--- src/rtl/io_sink_uart_if.sv ---
// CPU log-port bus of io_sink_uart: write strobe/data, overflow clear, and the
// serial line plus status it returns.
interface io_sink_uart_if;
   logic        io_write;
   logic [63:0] io_data;
   logic        ovf_clr;
   logic        tx;
   logic        busy;
   logic        fifo_full;
   logic [4:0]  fifo_count;
   logic        overflow;

   modport master (
      output io_write, io_data, ovf_clr,
      input  tx, busy, fifo_full, fifo_count, overflow
   );

   modport slave (
      input  io_write, io_data, ovf_clr,
      output tx, busy, fifo_full, fifo_count, overflow
   );
endinterface

--- src/rtl/io_sink_uart.sv ---
// Log-port sink: buffers 64-bit words and sends each as 8 UART frames, LSB byte first.
// Define IO_SINK_UART_PARITY_EN to add an even-parity bit per frame (8E1 instead of 8N1).
module io_sink_uart #(
   parameter int CLKS_PER_BIT = 16,
   parameter int FIFO_DEPTH   = 4
) (
   input logic           clk,
   input logic           rst_n,
   io_sink_uart_if.slave bus
);
   localparam int          AW       = $clog2(FIFO_DEPTH);
   localparam logic [15:0] BIT_LAST = 16'(CLKS_PER_BIT - 1);
   localparam logic [4:0]  DEPTH5   = 5'(FIFO_DEPTH);

   typedef enum logic [2:0] {
      IDLE,
      START,
      DATA,
`ifdef IO_SINK_UART_PARITY_EN
      PARITY,
`endif
      STOP
   } state_t;

   logic [63:0]   mem [FIFO_DEPTH];
   logic [AW-1:0] wr_ptr, rd_ptr;
   logic [4:0]    count;
   logic          full, pop, push, drop;
   logic          overflow_q;

   state_t        state, state_nxt;
   logic [15:0]   baud_cnt;
   logic          bit_done;
   logic [2:0]    bit_idx, byte_idx;
   logic [63:0]   shreg;
   logic          tx_q, tx_nxt;

   // A pop frees a slot on the same edge, so a write to a full FIFO still lands then.
   always_comb begin
      full = (count == DEPTH5);
      pop  = (state == IDLE) && (count != 5'd0);
      push = bus.io_write && (!full || pop);
      drop = bus.io_write && !push;
   end

   always_ff @(posedge clk or negedge rst_n) begin
      if (!rst_n) begin
         wr_ptr     <= '0;
         rd_ptr     <= '0;
         count      <= 5'd0;
         overflow_q <= 1'b0;
      end else begin
         if (push) wr_ptr <= wr_ptr + 1'b1;
         if (pop)  rd_ptr <= rd_ptr + 1'b1;
         case ({push, pop})
            2'b10:   count <= count + 5'd1;
            2'b01:   count <= count - 5'd1;
            default: count <= count;
         endcase
         if (drop)             overflow_q <= 1'b1;
         else if (bus.ovf_clr) overflow_q <= 1'b0;
      end
   end

   always_ff @(posedge clk) begin
      if (push) mem[wr_ptr] <= bus.io_data;
   end

   assign bit_done = (baud_cnt == BIT_LAST);

   always_comb begin
      state_nxt = state;
      tx_nxt    = 1'b1;
      case (state)
         IDLE:  if (pop) state_nxt = START;
         START: begin
            tx_nxt = 1'b0;
            if (bit_done) state_nxt = DATA;
         end
         DATA: begin
            tx_nxt = shreg[bit_idx];
`ifdef IO_SINK_UART_PARITY_EN
            if (bit_done && bit_idx == 3'd7) state_nxt = PARITY;
         end
         PARITY: begin
            tx_nxt = ^shreg[7:0];
            if (bit_done) state_nxt = STOP;
`else
            if (bit_done && bit_idx == 3'd7) state_nxt = STOP;
`endif
         end
         STOP:  if (bit_done) state_nxt = (byte_idx == 3'd7) ? IDLE : START;
         default: state_nxt = IDLE;
      endcase
   end

   // tx is registered from the current state, so the line trails the FSM by one clock.
   always_ff @(posedge clk or negedge rst_n) begin
      if (!rst_n) begin
         state    <= IDLE;
         tx_q     <= 1'b1;
         baud_cnt <= 16'd0;
         bit_idx  <= 3'd0;
         byte_idx <= 3'd0;
         shreg    <= 64'd0;
      end else begin
         state    <= state_nxt;
         tx_q     <= tx_nxt;
         baud_cnt <= (state == IDLE || bit_done) ? 16'd0 : baud_cnt + 16'd1;
         if (pop) begin
            shreg    <= mem[rd_ptr];
            byte_idx <= 3'd0;
         end
         if (state == DATA && bit_done) bit_idx <= bit_idx + 3'd1;
         if (state == STOP && bit_done) begin
            byte_idx <= byte_idx + 3'd1;
            shreg    <= {8'h00, shreg[63:8]};
         end
      end
   end

   assign bus.tx         = tx_q;
   assign bus.busy       = (state != IDLE);
   assign bus.fifo_full  = full;
   assign bus.fifo_count = count;
   assign bus.overflow   = overflow_q;
endmodule
--- src/flat_wrapper.sv ---
// flat-port wrapper written by rule: the top's interface ports become plain ports
module io_sink_uart_flat 
#(
   parameter int CLKS_PER_BIT = 16,
   parameter int FIFO_DEPTH   = 4
)
  (clk, rst_n, bus_io_write, bus_io_data, bus_ovf_clr, bus_tx, bus_busy, bus_fifo_full, bus_fifo_count, bus_overflow);
  io_sink_uart_if bus_i ();
  input logic clk;
  input logic rst_n;
  input wire logic [$bits(bus_i.io_write)-1:0] bus_io_write;
  input wire logic [$bits(bus_i.io_data)-1:0] bus_io_data;
  input wire logic [$bits(bus_i.ovf_clr)-1:0] bus_ovf_clr;
  output wire logic [$bits(bus_i.tx)-1:0] bus_tx;
  output wire logic [$bits(bus_i.busy)-1:0] bus_busy;
  output wire logic [$bits(bus_i.fifo_full)-1:0] bus_fifo_full;
  output wire logic [$bits(bus_i.fifo_count)-1:0] bus_fifo_count;
  output wire logic [$bits(bus_i.overflow)-1:0] bus_overflow;
  assign bus_i.io_write = bus_io_write;
  assign bus_i.io_data = bus_io_data;
  assign bus_i.ovf_clr = bus_ovf_clr;
  assign bus_tx = bus_i.tx;
  assign bus_busy = bus_i.busy;
  assign bus_fifo_full = bus_i.fifo_full;
  assign bus_fifo_count = bus_i.fifo_count;
  assign bus_overflow = bus_i.overflow;
  io_sink_uart #(.CLKS_PER_BIT(CLKS_PER_BIT), .FIFO_DEPTH(FIFO_DEPTH)) u_core (.clk(clk), .rst_n(rst_n), .bus(bus_i));
endmodule
--- config.mk ---
export PLATFORM = sky130hd
export DESIGN_NAME = io_sink_uart_flat
export DESIGN_NICKNAME = d
export VERILOG_FILES = /design/src/rtl/io_sink_uart_if.sv /design/src/rtl/io_sink_uart.sv /design/src/flat_wrapper.sv
export SDC_FILE = /design/constraint.sdc
export NUM_CORES = 1
export LEC_CHECK = 0
export CORE_MARGIN = 3
export CORE_UTILIZATION = 55
export CTS_CLUSTER_SIZE = 16
export DETAILED_ROUTE_END_ITERATION = 8
export PLACE_DENSITY = 0.78
export SKIP_CTS_REPAIR_TIMING = 1
export SYNTH_ARGS = -nofsm -noshare
export SYNTH_HDL_FRONTEND = slang
export SYNTH_SLANG_ARGS = --single-unit
--- constraint.sdc ---
create_clock -name clk -period 9.7 [get_ports clk]
set_input_delay 0.97 -clock clk [delete_from_list [all_inputs] [get_ports clk]]
set_output_delay 0.97 -clock clk [all_outputs]
set_load 0.05 [all_outputs]
Word level (Yosys, flattened, before mapping):

Memories as Yosys holds them, arrays and structs flattened.
Index checks and enable logic that the tools add are counted.

* reductions and logical operators: 17
* add/subtract/negate cells: 7
* equal/unequal tests: 13
* order comparisons: 1
* multiplexer cells: 19

Operator list (number)
* 2-to-1 mux 64 bit: 2
* 2-to-1 mux 3 bit: 6
* adder 16 x 1 -> 16 bit (second input constant): 1
* == test 16 x 4 -> 1 bit (second input constant): 1
* 2-to-1 mux 16 bit: 1
* one-hot mux 3 bit (4 select lines): 1
* one-hot mux 5 bit (2 select lines): 1
* != test 2 x 1 -> 1 bit (second input constant): 4
* < comparator 3 x 7 -> 1 bit (second input constant): 1
* adder 3 x 1 -> 3 bit (second input constant): 2
* == test 3 x 2 -> 1 bit (second input constant): 2
* == test 3 bit (second input constant): 2
* logical AND 1 bit: 6
* 2-to-1 mux 1 bit: 6
* nonzero test 2 bit: 3
* adder 5 x 1 -> 5 bit (second input constant): 1
* == test 5 x 3 -> 1 bit (second input constant): 1
* nonzero test 5 bit: 1
* subtractor 5 x 1 -> 5 bit (second input constant): 1
* adder 2 x 1 -> 2 bit (second input constant): 2
* AND reduction 4 bit: 1
* binary-select mux 1 bit (select 3 bit): 1
* == test 3 x 1 -> 1 bit (second input constant): 1
* zero test 3 bit: 1
* 6 further kinds: 8

* input port bits: 68
* memories: 1
* output and inout bits: 9
* bits in writable memories: 256
* flip-flop bits (word level): 100

Memories
* u_core.mem: depth 4, bits a word 64, rd ports 1, clocked after memory_dff 0, write ports 1, RTL line io_sink_uart.sv:25 `logic [63:0] mem [FIFO_DEPTH];`

Logic depth before layout (Yosys ltp):

* depth after elaboration: 7
* mapped depth: 12
* gate-level depth less buffers: 11

Worst setup path before layout:

Ideal clock, no wire load.

* path kind: register -> register
* start point: reg u_core.count[1], in the netlist u_core.bus.fifo_count[1]
* end point: mem u_core.mem[0][0], enable pin
* path slack: 5948 ps
* buffers on the path: 0
* required time: 9153 ps
* data arrival time: 3205 ps
* cell stages (with the launch flop): 5
* cells stage by stage: dfrtp_1 > or4_4 > nor2_1 > a21boi_1 > and2_1

* cells in the longest elaborated chain, start to end: 6
* elaborated cells on any way between the ends: 8

RTL lines
* start, declared: RTL line io_sink_uart.sv:27 `logic [4:0] count;`
* start signal, assigned: RTL line io_sink_uart.sv:56 `2'b10: count <= count + 5'd1;`
* start signal, assigned: RTL line io_sink_uart.sv:57 `2'b01: count <= count - 5'd1;`
* start signal, assigned: RTL line io_sink_uart.sv:58 `default: count <= count;`
* == test 5 x 3 -> 1 bit: RTL line io_sink_uart.sv:40 `full = (count == DEPTH5);`
* via bus_fifo_full: RTL line flat_wrapper.sv:16 `output wire logic [$bits(bus_i.fifo_full)-1:0] bus_fifo_full;`
* zero test 1 bit: RTL line io_sink_uart.sv:42 `push = bus.io_write && (!full || pop);`
* logical OR 1 bit: RTL line io_sink_uart.sv:42
* logical AND 1 bit: RTL line io_sink_uart.sv:42
* 2-to-1 mux 1 bit: RTL line io_sink_uart.sv:66 `if (push) mem[wr_ptr] <= bus.io_data;`
* 2-to-1 mux 1 bit (implied by the code): RTL line io_sink_uart.sv:66
* end, declared: RTL line io_sink_uart.sv:25

The timed path passes the listed nets, and every way through them passes these cells.

Final worst setup path:

* start point: reg u_core.count[0], in the netlist u_core.bus.fifo_count[0]
* end point: out bus_fifo_full

* cells in the longest elaborated chain, start to end: 1

RTL lines (RTL line)
* == test 5 x 3 -> 1 bit: io_sink_uart.sv:40
* end, declared: flat_wrapper.sv:16

No other way between the ends.

==> reports/results.txt <==
The run finished with clean final reports. The adder-cell area share of the yosys netlist is 1.57%, and the overall die width is 166 um. The maximum net fanout on the critical path was 5; the filler cell count was 1,728. The number of antenna violations at the first check in global routing is 0, and the starting density of the core is 56.9%. Setup repair after global routing left no endpoint under its margin. The fraction of the yosys area taken by sequential cells is 72.5%.

After detailed routing, the number of remaining DRC violations is 0. The smallest clock period supported by the final layout is computed as 3.59 ns. The cell count after synthesis came out at 794.

In the final design database the tool counted 964 nets. Of the post-synthesis cell area, the part taken by muxes is 15.2%. The total count of max-transition violations in the final report is 0, and the final worst-path setup slack is 6.11 ns. The antenna diode count is 0, and the number of distinct library cell variants in the gate-level netlist after synthesis is 43. STA classifies the critical path startpoint as a flip-flop. The signed area change from the synthesized netlist to the final layout works out to 16.2%. The run gives 7,632 as the number of global-route vias before repair. The tools report the largest net degree at the start of global routing as 84. Clock tree root driver cell: sky130_fd_sc_hd__clkbuf_16. The met3 demand-to-capacity share in global routing was 3.15%; the maximum ir drop on the vdd rail was 0.000227 V.

The first TritonRoute pass finished after 5 iterations. Based on the critical path, the design can be clocked at up to 278 MHz. Final hold violation count: 0. The run gives 3 as the buffer levels on the longest clock path. The first global-routing pass estimated 41.7 mm of wire. The setup path with the least slack is of type flip-flop to output pin. The number of max-cap violations is 0, and the required time of the critical path is 8.73 ns. For the data arrival time of the critical path, the log shows 2.62 ns. For the pin with the worst max-slew slack, the measured transition is 1.01 ns. The violation count after the first detailed-routing iteration came out at 586.

The total number of placement rows came out at 57. Clock-pin slew was measured on the worst setup and hold paths at 0.06 ns. The final critical-path share of the clock period works out to 37.1%. Walking the worst path, the cells encountered are or4_4, nor2_1, clkdlybuf4s50_1. After synthesis, the share of flip-flops with an asynchronous set or reset is 27.9%. The cell area after synthesis was 14,000 um2; the share of final-layout standard cells stronger than drive strength 1 was 16.4%.

The relative max-transition margin is 32.5%. The logs give 14.9 mm for the placed wire-length estimate and 0 for the count of nets left with antenna violations after detail routing. At the placement stage, the worst setup path has a slack of 6.16 ns. The average instance in the mapped netlist occupies 17.7 um2.

For the worst-skew pair, the clock arrives at the later sink with an insertion delay of 0.51 ns. Wires add up to 25.8 mm. Setup violations remaining at the end of the flow were counted as 0. The vertical extent of the die is 166 um, and the number of I/O pins is 77. Sum of overflow across all layers after global routing: 0. For the final routed database, the setup TNS stands at 0 ns. The largest single stage delay on the critical path is 0.86 ns. The H-tree was split into 2 levels.

Counting the buffers created by CTS gives 35. The core region is 24,700 um2. The routability congestion estimate from global placement is 0.751, and the complex-gate fraction of the synthesized area is 3.14%.

Most utilized layer in the global route result: met2. In the synthesized netlist the dominant register cell turns out to be sky130_fd_sc_hd__edfxtp_1. Leaving out fill and tap cells, the most frequent cells in the layout are sky130_fd_sc_hd__edfxtp_1 (256), sky130_fd_sc_hd__dfrtp_1 (96), sky130_fd_sc_hd__nand2_1 (87). In the global route stage, met1 resource usage came out at 27.2%.

When the netlist entered floorplanning its net count stood at 879. The run gives 0 as the synthesis warning total. The floorplan step defined a die boundary enclosing 27,500 um2. By area, the combinational part of the netlist is dominated by multiplexers. For this run, the share of the core covered by cells in the final layout is 66.1%.

Among all stages on the critical path, the largest delay is contributed by sky130_fd_sc_hd__clkdlybuf4s50_1. The tightest min-delay check is of the primary input to asynchronous set/reset pin type. The run gives 19.1% as the overall track demand over capacity in global routing. Among cell families on the critical path, the largest total delay comes from buffers and inverters. For this design the ratio of total power to cell area is 306 nW/um2. Of the total synthesized cell area, the portion taken by AND, OR, NAND and NOR gates is 4.32%. The combined buffer and inverter count along the critical path is 1.

In this run, synthesis inferred 256 flip-flops with an integrated enable. The total vias in the final route came out at 7,132. The number of clock sinks came out at 355.

Leaving out fill and tap cells, the most frequent cell in the layout is sky130_fd_sc_hd__edfxtp_1. Of the total synthesized cell area, the portion taken by XOR and XNOR cells is 1.37%. STA classifies the critical path endpoint as an output pin.

The number of port buffers was 76. The routed wire length per instance is 21.0 um, and the fraction of met2 tracks used by global routing is 31.4%. For the final database, setup skew stands at 0.0163 ns. Synthesis inferred 355 register bits.

Dividing the detail-routed via count by the number of cells gives 5.80. TritonCTS built the clock tree. The tools report the leakage power figure as 5.97 nW.
==> registers in the layout, summed over array words and instances (netlist names) <==
register	flops
u_core.bus.fifo_count	5
u_core.mem	256
u_core.bus.tx	1
u_core.baud_cnt	16
u_core.bus.overflow	1
u_core.shreg	64
u_core.rd_ptr	2
u_core.bit_idx	3
u_core.state	2
u_core.byte_idx	3
u_core.wr_ptr	2
==> kinds of logic (layout without fill, tap and decap cells) <==
| logic type | Yosys count | after routing |
|---|---|---|
| flip-flops | 355 | 355 |
| adder cells (fa/ha/maj) | 17 | 17 |
| AND/OR/NAND/NOR | 141 | 141 |
| XOR/XNOR | 22 | 22 |
| multiplexers | 130 | 130 |
| AO/OA/AOI/OAI | 79 | 79 |
| buffers and inverters | 50 | 162 |
==> worst reg2reg max path, cell delays in order, from the launching register on <==
cell and delay, ns:
sky130_fd_sc_hd__dfrtp_1 0.43, sky130_fd_sc_hd__or4_4 0.58, sky130_fd_sc_hd__o21ai_4 0.55, sky130_fd_sc_hd__buf_4 0.86
sky130_fd_sc_hd__mux2i_1 0.35, sky130_fd_sc_hd__o21ai_0 0.10
==> synthesized netlist by cell type (2+ instances only) <==
library cell | count | area [um2]
sky130_fd_sc_hd__mux2_2 | 2 | 22.5
sky130_fd_sc_hd__nor2_1 | 25 | 93.8
sky130_fd_sc_hd__and4_1 | 3 | 26.3
sky130_fd_sc_hd__xnor2_1 | 14 | 123
sky130_fd_sc_hd__nand2_1 | 87 | 327
sky130_fd_sc_hd__nor3_1 | 2 | 10.0
sky130_fd_sc_hd__o21ai_0 | 60 | 300
sky130_fd_sc_hd__buf_4 | 2 | 15.0
sky130_fd_sc_hd__mux2i_1 | 61 | 611
sky130_fd_sc_hd__nor4_1 | 4 | 25.0
sky130_fd_sc_hd__dfrtp_1 | 98 | 2450
sky130_fd_sc_hd__clkbuf_1 | 14 | 52.6
sky130_fd_sc_hd__mux4_2 | 66 | 1490
sky130_fd_sc_hd__buf_6 | 6 | 67.6
sky130_fd_sc_hd__buf_1 | 3 | 11.3
sky130_fd_sc_hd__and2_1 | 5 | 31.3
sky130_fd_sc_hd__a21oi_1 | 10 | 50.1
sky130_fd_sc_hd__inv_1 | 13 | 48.8
sky130_fd_sc_hd__nand4_1 | 4 | 25.0
sky130_fd_sc_hd__nand3_1 | 4 | 20.0
sky130_fd_sc_hd__and3_1 | 2 | 12.5
sky130_fd_sc_hd__ha_1 | 16 | 200
sky130_fd_sc_hd__xor2_1 | 8 | 70.1
sky130_fd_sc_hd__edfxtp_1 | 256 | 7690
sky130_fd_sc_hd__buf_2 | 11 | 55.1
==> per-stage QoR <==
step | cells | hold slack (ns) | instance area, um2 | power (mW)
finish | 1230 | 0.424 | 16300 | 4.99
global route | 1230 | 0.441 | 16300 | 5.24
CTS | 1230 | 0.424 | 16300 | 5.04
detailed placement | 1166 | 0.477 | 15100 | 3.60
global placement | 1166 | 0.462 | 15100 | 3.54
floorplan | 794 | 0.448 | 14000 | 3.25
==> area by class of cell <==
| type | instances | area, um2 | area share [%] |
|---|---|---|---|
| Sequential cell | 355 | 10200 | 62.4 |
| Multi-Input combinational cell | 389 | 3610 | 22.1 |
| Clock buffer | 49 | 1000 | 6.13 |
| Timing Repair Buffer | 85 | 826 | 5.07 |
| Tap cell | 324 | 405 | 2.49 |
| Clock inverter | 15 | 243 | 1.49 |
| Inverter | 13 | 48.8 | 0.299 |
==> where the power goes <==
part | internal (mW) | leakage, nW | switching, mW | total (mW)
sequential | 2.06 | 3.56 | 0.224 | 2.28
combinational | 0.609 | 1.81 | 0.674 | 1.28
clock | 0.885 | 0.609 | 0.542 | 1.43
==> path summary, 6_finish.rpt <==
| path | from | to | slack [ns] | cells after the start |
|---|---|---|---|---|
| setup reg to reg | u_core.bus.fifo_count[0] | u_core.shreg[19] | 6.69 | 5 |
| setup / recovery | u_core.bus.fifo_count[0] | bus_fifo_full | 6.11 | 3 |
| min in group clk | u_core.baud_cnt[0] | u_core.baud_cnt[0] | 0.48 | 1 |
| max in group asynchronous | rst_n | u_core.rd_ptr[0] | 7.94 | 2 |
| hold / removal | rst_n | u_core.shreg[17] | 0.42 | 1 |
| hold reg to reg | u_core.baud_cnt[0] | u_core.baud_cnt[0] | 0.48 | 1 |
==> routing by layer <==
layer	up-vias	share of wire (%)	routed length (um)
met5	-	0	0
met4	0	2.0	523
met3	43	4.7	1220
met2	189	50	12900
met1	3691	43	11200
li1	3209	-	-
(Power assumes the default switching activity.)
